==> src/rtl/decoder_pkg.sv <==
// Shared mode encodings and dwell-counter sizing for the scanning decoder.
package decoder_pkg;

    localparam logic MODE_DIRECT = 1'b0;
    localparam logic MODE_SCAN   = 1'b1;

    // Dwell counter must be at least one bit even when DWELL is 1.
    function automatic int dcnt_width(input int dwell);
        return (dwell > 1) ? $clog2(dwell) : 1;
    endfunction

endpackage

==> src/rtl/decoder_n_core.sv <==
// Combinational N-to-2^N one-hot decode; zero latency, no flow control.
module decoder_n_core #(
    parameter int N = 3
) (
    input  logic [N-1:0]    addr,
    output logic [2**N-1:0] onehot
);

    localparam logic [2**N-1:0] ONE = {{(2**N-1){1'b0}}, 1'b1};

    assign onehot = ONE << addr;

endmodule

==> src/rtl/decoder_scan_n.sv <==
// Registered one-hot decoder with direct and dwell-timed scan modes.
// One clock from inputs to y; no backpressure, en low freezes scan state.
module decoder_scan_n
    import decoder_pkg::*;
#(
    parameter int N          = 3,
    parameter int DWELL      = 4,
    parameter int ACTIVE_LOW = 0
) (
    input  logic            clk,
    input  logic            rst_n,
    input  logic            en,
    input  logic            mode,
    input  logic [N-1:0]    sel,
    output logic [2**N-1:0] y,
    output logic [N-1:0]    idx,
    output logic            valid,
    output logic            wrap
);

    localparam int              W        = 2**N;
    localparam int              DW       = dcnt_width(DWELL);
    localparam logic [DW-1:0]   DLAST    = DW'(DWELL - 1);
    localparam logic [W-1:0]    INACTIVE = (ACTIVE_LOW != 0) ? {W{1'b1}} : {W{1'b0}};

    logic [N-1:0]  pos;
    logic [DW-1:0] dcnt;
    logic          last_scan;

    logic          scan_entry;
    logic          advance;
    logic [N-1:0]  pos_nxt;
    logic [N-1:0]  dec_addr;
    logic [W-1:0]  dec_onehot;

    assign scan_entry = (mode == MODE_SCAN) && !last_scan;
    assign advance    = (mode == MODE_SCAN) && last_scan && (dcnt == DLAST);

    always_comb begin
        pos_nxt = pos;
        if (scan_entry) begin
            pos_nxt = '0;
        end else if (advance) begin
            pos_nxt = pos + N'(1);
        end
    end

    // A single decoder serves both modes; the scan path decodes the position
    // that will be current after this edge so y and idx stay aligned.
    assign dec_addr = (mode == MODE_SCAN) ? pos_nxt : sel;

    decoder_n_core #(.N(N)) u_core (
        .addr   (dec_addr),
        .onehot (dec_onehot)
    );

    always_ff @(posedge clk or negedge rst_n) begin
        if (!rst_n) begin
            y         <= INACTIVE;
            idx       <= '0;
            valid     <= 1'b0;
            wrap      <= 1'b0;
            pos       <= '0;
            dcnt      <= '0;
            last_scan <= 1'b0;
        end else if (!en) begin
            y     <= INACTIVE;
            valid <= 1'b0;
            wrap  <= 1'b0;
        end else if (mode == MODE_DIRECT) begin
            y         <= dec_onehot ^ INACTIVE;
            idx       <= sel;
            valid     <= 1'b1;
            wrap      <= 1'b0;
            last_scan <= 1'b0;
        end else begin
            y         <= dec_onehot ^ INACTIVE;
            idx       <= pos_nxt;
            valid     <= 1'b1;
            wrap      <= advance && (pos == {N{1'b1}});
            pos       <= pos_nxt;
            dcnt      <= (scan_entry || advance) ? '0 : dcnt + DW'(1);
            last_scan <= 1'b1;
        end
    end

endmodule
==> config.mk <==
export PLATFORM = sky130hd
export DESIGN_NAME = decoder_scan_n
export DESIGN_NICKNAME = d
export VERILOG_FILES = /design/src/rtl/decoder_pkg.sv /design/src/rtl/decoder_n_core.sv /design/src/rtl/decoder_scan_n.sv
export SDC_FILE = /design/constraint.sdc
export NUM_CORES = 1
export LEC_CHECK = 0
export ABC_AREA = 0
export CAP_MARGIN = 20
export CORE_UTILIZATION = 54
export CTS_BUF_LIST = sky130_fd_sc_hd__clkbuf_8
export DETAILED_ROUTE_END_ITERATION = 12
export PLACE_DENSITY_LB_ADDON = 0.05
export SLEW_MARGIN = 15
export SYNTH_ARGS = -nofsm -noshare
export SYNTH_HDL_FRONTEND = slang
export SYNTH_SLANG_ARGS = --single-unit
==> constraint.sdc <==
create_clock -name clk -period 3.7 [get_ports clk]
set_input_delay 0.74 -clock clk [delete_from_list [all_inputs] [get_ports clk]]
set_output_delay 0.74 -clock clk [all_outputs]
set_load 0.005 [all_outputs]
======== After elaboration in Yosys (flattened, before gate mapping) ========
Index checks and enable logic that the tools add are counted.
word-level totals
  flip-flop bits (word level) ............. 19
  latch bits .............................. 0
  memory bits (writable) .................. 0
  ROM bits ................................ 0
  input port bits ......................... 7
  output and inout bits ................... 13
  logic and storage cells ................. 28
  memories ................................ 0
operators by class
  add/subtract/negate cells ............... 2
  multipliers ............................. 0
  div/mod/pow operators ................... 0
  $lt $le $gt $ge ......................... 0
  eq/ne operators ......................... 2
  shifts and indexed selects .............. 1
  mux-type cells .......................... 9
  bitwise operators ....................... 0
  reductions and logical operators ........ 7
operators with widths
  cell                                                                number
  3-bit two-way mux                                                   3
  8-bit two-way mux                                                   1
  1-bit by 3-bit << shifter with 8-bit output (first input constant)  1
  1-bit logical AND                                                   4
  1-bit two-way mux                                                   4
  3-bit by 1-bit adder with 3-bit output (second input constant)      1
  3-bit == test (second input constant)                               1
  2-bit by 1-bit adder with 2-bit output (second input constant)      1
  2-bit == test (second input constant)                               1
  2-bit two-way mux                                                   1
  2-bit AND reduction                                                 1
  1-bit logical NOT                                                   1
  1-bit logical OR                                                    1

======== Logic depth before layout (Yosys ltp) ========
Gate-level depths: netlist (run 1).
  depth after elaboration ................. 7
  mapped depth ............................ 5
  mapped depth without buffers ............ 5

======== Hierarchy ========
A second synthesis (run 1) with hierarchy kept.
second synthesis, totals
  cells, all modules ...................... 81
  area, all modules ....................... 940.9 µm²
by module, submodules not included
  module          times used  cells an instance  area each (µm²)  seq. area each (µm²)
  decoder_scan_n  1           73                 875.8            475.5
  decoder_n_core  1           8                  65.1             0.0

======== Worst setup path after synthesis (run 1) ========
Ideal clock, no wire load.
  path type ............................... input-to-reg
  from .................................... input en
  to ...................................... register y[0]
  setup time .............................. 86 ps
  arrival time ............................ 1481 ps
  data required time ...................... 3614 ps
  slack ................................... 2133 ps
  cell stages on the path ................. 4
  path buffers ............................ 1
  cell sequence ........................... buf_2 inv_1 a311o_1 nor3_1
between the ends
  word-level cells in the longest chain between the ends .. 1
ends and longest elaborated chain
  item                    line                  text
  start: declaration      decoder_scan_n.sv:12  input logic en,
  8-bit two-way mux       decoder_scan_n.sv:66  end else if (!en) begin
  end signal: assignment  decoder_scan_n.sv:71  y <= dec_onehot ^ INACTIVE;
  end signal: assignment  decoder_scan_n.sv:77  y <= dec_onehot ^ INACTIVE;
  end: declaration        decoder_scan_n.sv:15  output logic [2**N-1:0] y,
No other way between the ends.
A chain may end at the register's enable or synchronous reset.

======== Final worst setup path (run 1) ========
  from .................................... input en
  to ...................................... register y[4]
The elaborated chain is that of the path after synthesis.

==> summary.md, run 1 <==
| Metric | Value |
|---|---|
| Initial antenna violation count | 0 |
| Seq/Total Area, Yosys | between 50% and 60% |
| Fin crit period | between 2 and 2.5 ns |
| Antenna cells | 0 |
| Pre-CTS WS | about 1.4 ns |
| Critical Path Source Type | input pin |
| Outcome | finished clean |
| Combinational family with the most area after synthesis | compound AO/OA/AOI/OAI gates |
| Total track usage | 22.7% |
| Post-CTS setup buffers | 0 |
| Setup violators final | 0 |
| CTS sink cnt | 19 |
| Leak | just under 0.0005 µW |
| Synth Area per Inst | between 10 and 15 µm² |
| Largest net degree at the start of global routing | 20 |
| RSZ-0062 raised after global routing | false |
| Main synth FF type | dfrtp_1 |
| Worst Hold Class | flop to flop |
| Synth Warn # | 0 |
| Hold Vio Cnt, Final | 0 |
| Initial Util | 60.7% |
| Post-synthesis cell area | between 800 and 900 µm² |
| Dpl hpwl | around 1100 µm |
| Worst EP required | a little under 4 ns |
| Max FO, Critical Path | 12 |
| Vias in the first global route | between 500 and 600 |
| Worst setup EP type | flop |
| WL final | approximately 1500 µm |
| PostCTS Resize Cnt | 0 |
| Compound-gate portion of the synthesized area | between 10% and 20% |
| Worst Tran Pin Value | slightly below 0.8 ns |
| Synth Instances | 73 |
| # rows | 13 |
| Netlist cell types | 26 |
| Synth area leaders | dfrtp_1, ha_1, a22o_1, nor4_1, o21ai_0 |
| Pwr Density | around 440 nW/µm² |
| Post-synth top cells | dfrtp_1, inv_1, o21ai_0 |
| Via density | 5.79 |
| Mux cell area share after synthesis | approximately 2.4% |
| Final GP Congestion | approximately 0.8 |
| Clock Latency Late Sink | approximately 0.25 ns |
| CTS buffer count | 3 |
| Top Ports | 20 |
| DRT Pass-1 Iters | 2 |
| CTS tree | built |
| Clk buf depth | 2 |
| Synth Area in XOR/XNOR | 1.96% |
| CTS root buf | clkbuf_8 |
| Peak supply drop | 0.326 mV |
| Routed vias | 620 |
| Worst hold path startpoint | idx[0] |
| MaxCap Viol Count | 0 |
| Syn_nets | slightly above 80 |
| Antenna-violating nets left | 0 |
| Setup TNS | 0 ns |
| Clk_skew | approximately 0.0012 ns |
| #FFs+latches synth | 19 |
| Crit path kind | input pin to flop |
| Arrival time at the worst endpoint | 2.23 ns |
| Final worst slack | about 1.6 ns |
| Post-synthesis adder-cell area fraction | 4.52% |
| First-pass GRT wire length | 2300 µm |
| WL/cell | 14.1 µm |
| Hold Buf Count CTS | 0 |
| FMAX | a little under 500 MHz |
| P&R area growth vs syn | 27.5% |
| Iteration-0 DRC Markers | 7 |
| Max-slew violations | 0 |
| Beginning of the critical path | en |
| H-tree Lvls | 1 |
| Cell accounting for the most synthesized area | dfrtp_1 |
| DIE HEIGHT | around 41 µm |
| Grt ovf | 0 |
| Core ar. | around 1400 µm² |
| Asr flop ratio synth | 100% |
| # DRC | 0 |
| Fin nets | about 100 |
| Die W | 41.2 µm |
| Clock slew at reported path FFs | about 0.07 ns |
| Top cell type's share of synthesized area | between 50% and 60% |
| Simple-gate area share of the yosys netlist | ~13% |
| Share of cells above drive strength 1 | under 10% |
| Top-count cell post-synth | dfrtp_1 |
| Die area | between 1500 and 2000 µm² |
| I/O Buffers | 19 |
| Number of synthesized flops with an enable pin | 0 |
| Worst R2R Start | dcnt[0] |
| Slew margin rel. | around 47% |
| Fraction of the cycle the final worst path needs | 55.8% |
-- path summary, 6_finish.rpt --
| path | endpoint | slack, ns | cells after the start |
|---|---|---|---|
| worst max register to register | y[4] | 2.03 | 4 |
| max in group asynchronous | y[4] | 2.26 | 1 |
| worst min register to register | idx[0] | 0.49 | 1 |
| worst min-delay path | idx[0] | 0.49 | 1 |
| worst max-delay path | y[4] | 1.63 | 4 |
| min in group asynchronous | pos[2] | 0.95 | 1 |
-- final cells by class --
class / count / area, µm²
clock buffer: 3 / 41.3
multi-input combinational: 44 / 305
tap: 15 / 18.8
sequential: 19 / 475
fill: 103 / 309
inverter: 6 / 22.5
timing repair buffer: 19 / 190
clock inverter: 1 / 3.75
-- state kept, by name (all words and copies together) (netlist names) --
name and count:
last_scan 1, pos 3, dcnt 2, valid 1, y 8, wrap 1, idx 3
-- per-layer routing --
metal  vias up  global-route usage, %  share of wire (%)
met2        18                   32.4                 45
met5         -                      0                  0
li1        299                      -                  -
met3         4                   8.70                6.2
met1       299                   26.9                 47
met4         0                   17.7                2.2
-- cells by family after synthesis --
kind of cell,count (synthesis)
compound gates,18
mux,2
buf+inv,10
flops,19
xor+xnor,1
simple gates,20
fa+ha+maj,3
-- report_power, final --
group | switching, µW | internal, µW
sequential | 13.5 | 226
combinational | 39.5 | 43.8
clock | 64.2 | 73.7
total | 117 | 343
-- cells in the final DEF (no fill, tap or decap) --
master           instances
and2b_2                  1
o22a_1                   2
nand3_1                  1
and3_2                   1
ha_1                     3
nor2_1                   2
mux2i_1                  2
xor2_2                   1
o21ai_0                  5
nand2_1                  4
nor2b_1                  1
o21a_1                   1
nor3_1                   4
clkdlybuf4s50_1         19
inv_1                    7
and3_1                   1
dfrtp_1                 19
a21oi_1                  2
o22ai_1                  2
a22o_1                   4
a31oi_1                  1
nor4_1                   4
clkbuf_8                 3
a311o_1                  1
nand4_1                  1
-- through the flow --
step	hold slack [ns]	total power, µW	instance area (µm²)	std cells	utilization (%)
final	0.489	460	1060	107	77.4
after global routing	0.514	483	1060	107	77.4
after CTS	0.498	464	1060	107	77.4
after detailed placement	0.484	327	1010	103	74.1
after global placement	0.471	324	1010	103	74.1
after floorplan	0.444	293	830	73	-
-- critical path, cell delays in order --
cell and delay [ns]:
clkdlybuf4s50_1 0.70, inv_1 0.16, a311o_1 0.38, nor3_1 0.24
No activity file was read; power rests on OpenSTA's default activity.
==> run 2, diff against run 1 <==
Settings changed: CORE_ASPECT_RATIO set to 0.8, CORE_UTILIZATION 54 to 50.
Clock period 3.7 ns to 2.05 ns, I/O delays scaled along.
==> run 2 against run 1 <==
Effect of this change: clock-buffer cell count unchanged; setup slack got worse by 1.3 ns; wire length increased by 8.9%; die area increased by 7.7%; final area increased by 2.8%; largest power group unchanged; critical path type is now flop to flop; combinational power increased by 92%; clock power increased by 78%; critical endpoint is now y[6].
==> summary.md, run 2 (same netlist as run 1, synthesis figures left out) <==
| Metric | Value |
|---|---|
| Outcome | finished clean |
| Leak | around 0.00050 µW |
| Largest net degree at the start of global routing | 20 |
| CTS sink cnt | 19 |
| I/O Buffers | 19 |
| P&R area growth vs syn | 31.1% |
| Final GP Congestion | approximately 0.71 |
| Worst Hold Class | input pin to asynchronous set/reset pin |
| MaxCap Viol Count | 0 |
| Clk_skew | around 0.0034 ns |
| Antenna-violating nets left | 0 |
| Arrival time at the worst endpoint | approximately 1.9 ns |
| Initial antenna violation count | 0 |
| CTS buffer count | 3 |
| Net Sw Frac | 25.5% |
| Hold Vio Cnt, Final | 0 |
| Antenna cells | 0 |
| Max-slew violations | 0 |
| First-pass GRT wire length | approximately 2600 µm |
| Clock Latency Late Sink | roughly 0.25 ns |
| DRT Pass-1 Iters | 3 |
| Hold Slack | between 0.4 and 0.5 ns |
| Finished Core Util | between 70% and 80% |
| Max FO, Critical Path | 7 |
| Largest regs | y x8, idx x3, pos x3 |
| RSZ-0062 raised after global routing | false |
| Clk network pwr share | between 20% and 30% |
| Vias in the first global route | 586 |
| Fin nets | ~110 |
| Grt ovf | 0 |
| Setup violators final | 0 |
| WL/cell | ~14 µm |
| Fraction of the cycle the final worst path needs | just over 80% |
| Die W | 47.5 µm |
| Hold Buf Count CTS | 0 |
| Die area | between 1500 and 2000 µm² |
| Worst setup EP type | flop |
| PostCTS Resize Cnt | 0 |
| Most frequent cells in the layout | dfrtp_1, clkdlybuf4s50_1, inv_1 |
| Combinational Power Share | between 10% and 20% |
| DIE HEIGHT | between 30 and 40 µm |
| Psw | ~210 µW |
| Worst EP required | around 2.2 ns |
| Fin crit period | between 1.5 and 2 ns |
| Largest register FFs | 8 |
| Initial Util | about 56% |
| Critical Path Source Type | flop |
| Total Power | 837 µW |
| Peak supply drop | between 0.7 and 0.8 mV |
| R2R setup slack | 0.35 ns |
| Post-CTS setup buffers | 0 |
| Core ar. | 1470 µm² |
| Pwr Density | ~770 nW/µm² |
| CTS root buf | clkbuf_8 |
| Total track usage | between 20% and 30% |
| Slew margin rel. | 77.8% |
| Clock slew at reported path FFs | about 0.060 ns |
| Top Ports | 20 |
| Routed vias | 638 |
| Setup TNS | 0 ns |
| FMAX | approximately 590 MHz |
| Iteration-0 DRC Markers | 15 |
| Via density | 5.50 |
| Share of cells above drive strength 1 | approximately a tenth |
| Sequential Power Share | 51.6% |
| H-tree Lvls | 1 |
| # DRC | 0 |
| CTS tree | built |
| Clk buf depth | 2 |
| # rows | 12 |
| Fillers | between 100 and 150 |
| Worst Tran Pin Value | roughly 0.33 ns |
| Dpl hpwl | 1210 µm |
| Crit path kind | flop to flop |
| Biggest register | y |
| Internal power | 624 µW |
| WL final | 1640 µm |
[run 2: cell count changes in the layout (fill, tap and decap cells not counted)]
cell,delta
buf_4,+3
[run 2: power groups by stage]
stage	logic (µW)	clock network (µW)	registers, µW
2_1_floorplan	96.1	0	433
3_3_place_gp	153	0	437
3_5_place_dp	158	0	439
4_1_cts	161	254	431
5_1_grt	177	267	435
6_report	160	245	432
[run 2: critical path, cell delays in order (launching register included)]
cell and delay (ns):
dfrtp_1 0.39, ha_1 0.32, xor2_2 0.19, a311o_1 0.46
nor3_1 0.24
[run 2: cell type report]
class | count | area (µm²) | share of cell area [%]
Sequential cell | 19 | 475 | 43.7
Multi-Input combinational cell | 44 | 305 | 28.1
Timing Repair Buffer | 22 | 213 | 19.6
Clock buffer | 3 | 41.3 | 3.80
Tap cell | 21 | 26.3 | 2.42
Inverter | 6 | 22.5 | 2.07
Clock inverter | 1 | 3.75 | 0.345
[run 2: path summary, 6_finish.rpt]
check                      cells after the start      end  startpoint
setup / recovery                               4     y[6]     dcnt[0]
hold / removal                                 2     wrap       rst_n
setup reg to reg                               4     y[6]     dcnt[0]
hold reg to reg                                1   idx[0]      idx[0]
max in group asynchronous                      2  dcnt[1]       rst_n
min in group clk                               1   idx[0]      idx[0]
[run 2: stage by stage]
step / setup WS (ns) / instances / cell area (µm²)
floorplan: 0.557 / 73 / 830
global placement: 0.171 / 112 / 1040
detailed placement: 0.114 / 112 / 1040
CTS: 0.340 / 116 / 1090
global route: 0.255 / 116 / 1090
finish: 0.349 / 116 / 1090
[run 2: layer usage]
layer,up-vias,global-route usage (%),wire length (µm)
met1,310,24.5,731
met4,0,9.72,31
met3,4,8.49,97
met2,19,34.9,783
met5,-,0,0
li1,305,-,-
==> run 3, diff against run 2 <==
Settings changed: CORE_UTILIZATION 50 to 45.
Clock period 2.05 ns to 1.45 ns, I/O delays scaled along.
==> run 3 against run 2 <==
Effect of this change: the flow now finishes with violations (negative setup slack); wire length rose by 7.5%; final cell count grew 9.5%; non-clock buffer count increased by 10; final area grew 18%; global-route usage decreased by 0.30 points; clock skew is 0.0025 ns lower; first-iteration DRC count grew 20%; via count grew 5.3%; setup slack worse by 0.37 ns.
==> summary.md, run 3 (same netlist as run 1, synthesis figures left out) <==
| Metric | Value |
|---|---|
| Clock Latency Late Sink | roughly 0.26 ns |
| # DRC | 0 |
| Final instance area | roughly 1300 µm² |
| Worst EP required | ~1.6 ns |
| Uppermost layer routed | met4 |
| Failing checks | negative setup slack |
| Antenna cells | 0 |
| First-pass GRT wire length | between 2000 and 3000 µm |
| Register Area | 475 µm² |
| Critical Path Source Type | flop |
| Fin nets | between 100 and 150 |
| Max FO, Critical Path | 5 |
| Routed vias | between 600 and 700 |
| CTS buffer count | 3 |
| WL final | roughly 1800 µm |
| Initial antenna violation count | 0 |
| Initial Util | 49.5% |
| Worst reg2reg path depth | 5 |
| Largest regs | y x8, idx x3, pos x3 |
| Pwr Density | around 1000 nW/µm² |
| # rows | 13 |
| Fin crit period | 1.47 ns |
| Cells along the critical path | ha_2, ha_4, mux2i_4, o22a_2, nor3_1 |
| Biggest register | y |
| Worst Hold Class | input pin to asynchronous set/reset pin |
| Via density | around 5.3 |
| Die W | ~50 µm |
| Hold Vio Cnt, Final | 0 |
| Placed cell area | 1100 µm² |
| CTS tree | built |
| Top Ports | 20 |
| Cells after DPL | 120 |
| RSZ-0062 raised after global routing | true |
| Total track usage | between 20% and 30% |
| I/O Buffers | 19 |
| Commonest non-fill, non-tap cell in the layout | dfrtp_1 |
| Slew margin rel. | a little under three quarters |
| MaxCap Viol Count | 0 |
| M1 WL | ~860 µm |
| Grt ovf | 0 |
| Finished Core Util | between 70% and 80% |
| Crit-path max cell delay | 0.40 ns |
| Non-Filler Instances | 127 |
| Core ar. | ~1700 µm² |
| H-tree Lvls | 1 |
| Fraction of the cycle the final worst path needs | 101% |
| Final worst slack | -0.0160 ns |
| Clk_skew | approximately 0.00087 ns |
| Largest register FFs | 8 |
| Slowest cell on crit path | dfrtp_1 |
| DRT Pass-1 Iters | 4 |
| Crit path kind | flop to flop |
| Dpl hpwl | about 1200 µm |
| Worst R2R Start | pos[1] |
| Peak supply drop | 0.853 mV |
| Most frequent cells in the layout | dfrtp_1, clkdlybuf4s50_1, buf_4 |
| Share of cells above drive strength 1 | 30.5% |
| Iteration-0 DRC Markers | 18 |
| R2R setup slack | -0.02 ns |
| Worst Tran Pin Value | 0.430 ns |
| Reg2reg end | y[6] |
| Met3 WL post-DR | 90 µm |
| Arrival time at the worst endpoint | around 1.6 ns |
| Leak | roughly 0.00057 µW |
| Largest net degree at the start of global routing | 20 |
| Area of the multi-input gates | between 400 and 500 µm² |
| P&R area growth vs syn | 55.2% |
| Final GP Congestion | 0.757 |
| Fillers | about 110 |
| Routed length on met2 | around 810 µm |
| CTS root buf | clkbuf_8 |
| DIE HEIGHT | around 40 µm |
| CTS sink cnt | 19 |
| Vias in the first global route | 616 |
| Setup TNS | -0.0264 ns |
| Worst setup EP type | flop |
| Antenna-violating nets left | 0 |
| Clock slew at reported path FFs | 0.07 ns |
| Max-slew violations | 0 |
| Setup violators final | 3 |
| WL/cell | about 14 µm |
| Clk buf depth | 2 |
| Outcome | finished, violations left |
| FMAX | a little under 700 MHz |
| Die area | between 2000 and 2500 µm² |
run 3: cell count changes in the layout (fill, tap and decap cells not counted), sizes merged:
cell           delta
buf              +10
clkdlybuf4s50     -1
dlymetal6s2s      +1
run 3: worst max-delay path: cells and delay by family, from the launching register on:
family          cells  cell delay (ns)
mux                 1             0.07
fa+ha+maj           2             0.47
flops               1             0.40
compound gates      1             0.27
simple gates        1             0.17
run 3: area by class of cell:
| cell class | count | area share [%] |
|---|---|---|
| timing repair buffer | 32 | 22.5 |
| sequential | 19 | 36.9 |
| tap | 22 | 2.14 |
| clock buffer | 3 | 3.21 |
| multi-input combinational | 44 | 33.1 |
| inverter | 6 | 1.75 |
| clock inverter | 1 | 0.292 |
run 3: how the worst max path moves through the flow:
| stage | from | endpoint | cells after the start |
|---|---|---|---|
| final | pos[1] | y[6] | 5 |
| after global routing | pos[0] | y[0] | 6 |
| after CTS | dcnt[1] | y[5] | 5 |
| after detailed placement | mode | y[6] | 4 |
| after global placement | mode | y[6] | 4 |
| after floorplan | pos[0] | idx[2] | 5 |
run 3: layer usage:
metal	global-route usage, %	vias to the layer above
met2	38.0	22
li1	-	332
met4	4.29	0
met1	25.4	316
met5	0	-
met3	6.82	2
run 3: per-stage QoR:
| stage | setup slack, ns | hold slack, ns | power, µW |
|---|---|---|---|
| finish | -0.0160 | 0.362 | 1340 |
| global route | -0.0723 | 0.379 | 1410 |
| global placement | -0.170 | 0.473 | 877 |
| CTS | -0.0236 | 0.375 | 1300 |
| detailed placement | -0.239 | 0.474 | 887 |
| floorplan | 0.00899 | -0.00559 | 751 |
run 3: what timing repair did:
item                                   CTS  global route
endpoints found under the hold margin    0             0
pin swaps                                5             2
hold buffers                             0             0
buffers inserted                         4             0
setup endpoints to repair               11            11
resized for setup                       11             8
run 3: report_power, final:
group / leakage (µW) / switching (µW) / internal, µW
Clock: 0.0000269 / 168 / 188
Combinational: 0.000288 / 164 / 205
Sequential: 0.000251 / 33.9 / 576
Total: 0.000566 / 366 / 969
==> variant: new RTL, settings of run 2 <==
`N` is set to 3 in 2 places; all go to 4.
--- a/src/rtl/decoder_n_core.sv
+++ b/src/rtl/decoder_n_core.sv
@@ -1,5 +1,5 @@
 // Combinational N-to-2^N one-hot decode; zero latency, no flow control.
 module decoder_n_core #(
-    parameter int N = 3
+    parameter int N = 4
 ) (
     input  logic [N-1:0]    addr,
--- a/src/rtl/decoder_scan_n.sv
+++ b/src/rtl/decoder_scan_n.sv
@@ -4,5 +4,5 @@
     import decoder_pkg::*;
 #(
-    parameter int N          = 3,
+    parameter int N          = 4,
     parameter int DWELL      = 4,
     parameter int ACTIVE_LOW = 0
Ports: changed (resized idx, sel and y); port bits go from 20 to 30. The function was not compared with the original's and may differ.
==> variant against run 2 <==
Final area is 56% higher. Clock power rose by 100%. Wire length up 59%. Sequential cell count up 10. Clock skew grew 0.00050 ns. Power up 71%. Count of clock-buffer cells in the layout rose by 4. Worst setup slack worse by 0.18 ns. Area after synthesis up 53%. Critical path type unchanged. Largest power group unchanged.
==> variant: results (changes against run 2) <==
* Status: finished clean
* Register area share after synthesis at 0.573 (-0.000596)
* Hold WC Path Type: flop to flop
* Fraction of area in multi-input gates at 0.287 (+0.00578)
* FF-to-FF End: y[10]$_DFF_PN0_
* Bufs w/o clock at 33 (+50%)
* DP HPWL at 1910 um (+57%)
* Fill count at 174 (+46%)
* Synth Register Bits at 29 (+10)
* Post-Syn Nets at 121 (+46%)
* Layout cells sized above 1 at 0.156 (+0.0617)
* Invs w/o clock at 5 (-1)
* Register-to-Register Path Depth at 6 (+2)
* Leakage at 0.743 nW (+49%)
* Combinational power share at 0.185 (-0.006)
* Power, Total at 1.43 mW (+71%)
* H-tree levels at 2 (+1)
* Total GRT Usage at 0.222 (+0.00760)
* Psw at 375 uW (+76%)
* Final Non-Filler Cells at 181 (+56%)
* Largest net degree at the start of global routing at 30 (+50%)
* Number of global-route vias before repair at 885 (+51%)
* Initial DRC count at 19 (+4)
* Worst clock skew at 0.00389 ns (+0.000500 ns)
* Worst-Skew Late Latency at 0.28 ns (+0.03 ns)
* CP Max Fanout at 9 (+2)
* PortBufs at 29 (+10)
* CTS Buf Count at 5 (+2)
* Synth Instances at 111 (+52%)
* Worst Hold Slack at 0.494 ns (+0.0147 ns)
* Routed len/inst at 14.4 um (+1.7%)
* Worst Tran Pin Value at 0.358 ns (+0.0245 ns)
* Commonest cells in the netlist: 29 x dfrtp_1, 11 x nor2_1, 10 x nand2_1
* Post-synth cell types at 35 (+35%)
* Area contributors post-synth: dfrtp_1 57%, nor2_1 3.3%, mux2i_1 3.2%
* Drt pass-1 iters at 4 (+1)
* Data buffer area share at 0.189 (-0.00656)
* Slowest-stage cell, CP: dfrtp_1
* CP arrival at 2.02 ns (+0.16 ns)
## variant: changes by cell type in the layout (fill, tap and decap cells not counted), moves of 3 or more
cell / run 2 / this run
nand2_1: 4 / 10
nor2_1: 2 / 11
nor2b_1: 1 / 4
clkdlybuf4s50_1: 19 / 29
nor3_1: 4 / 7
nor4_1: 4 / 0
o21ai_0: 5 / 2
dfrtp_1: 19 / 29
clkbuf_8: 3 / 7
## variant: how the worst max path moves through the flow
stage	slack (ns)	startpoint	endpoint	cells past startpoint
3_3_place_gp	0.06	mode	y[10]$_DFF_PN0_	5
5_1_grt	0.01	dcnt[0]$_DFFE_PN0P_	y[10]$_DFF_PN0_	6
2_1_floorplan	0.41	dcnt[0]$_DFFE_PN0P_	idx[2]$_DFFE_PN0P_	7
3_5_place_dp	-0.002	mode	y[10]$_DFF_PN0_	5
6_report	0.17	dcnt[0]$_DFFE_PN0P_	y[10]$_DFF_PN0_	6
4_1_cts	0.17	dcnt[0]$_DFFE_PN0P_	y[10]$_DFF_PN0_	6
## variant: per-stage QoR
step                setup TNS, ns  setup slack [ns]  area [um^2]  utilization
finish                          0             0.171         1690        0.746
global placement                0            0.0635         1590        0.701
CTS                             0             0.168         1690        0.746
global route                    0            0.0136         1690        0.746
detailed placement       -0.00158          -0.00158         1590        0.701
floorplan                       0             0.406         1270            -
## variant: metal layers
layer,up-vias,global-route usage,wire length (um)
met1,462,0.278,1170
met3,11,0.0634,184
li1,451,-,-
met2,39,0.340,1180
met5,-,0,0
met4,0,0.157,74
## variant: logic make-up (layout without fill, tap and decap cells)
logic type	after synthesis	count (layout)	share of synthesized area
mux	6	6	0.0523
simple gates	44	44	0.182
compound gates	19	19	0.122
flops	29	29	0.573
fa+ha+maj	2	2	0.0197
buf+inv	10	46	0.0444
xor+xnor	1	1	0.00691
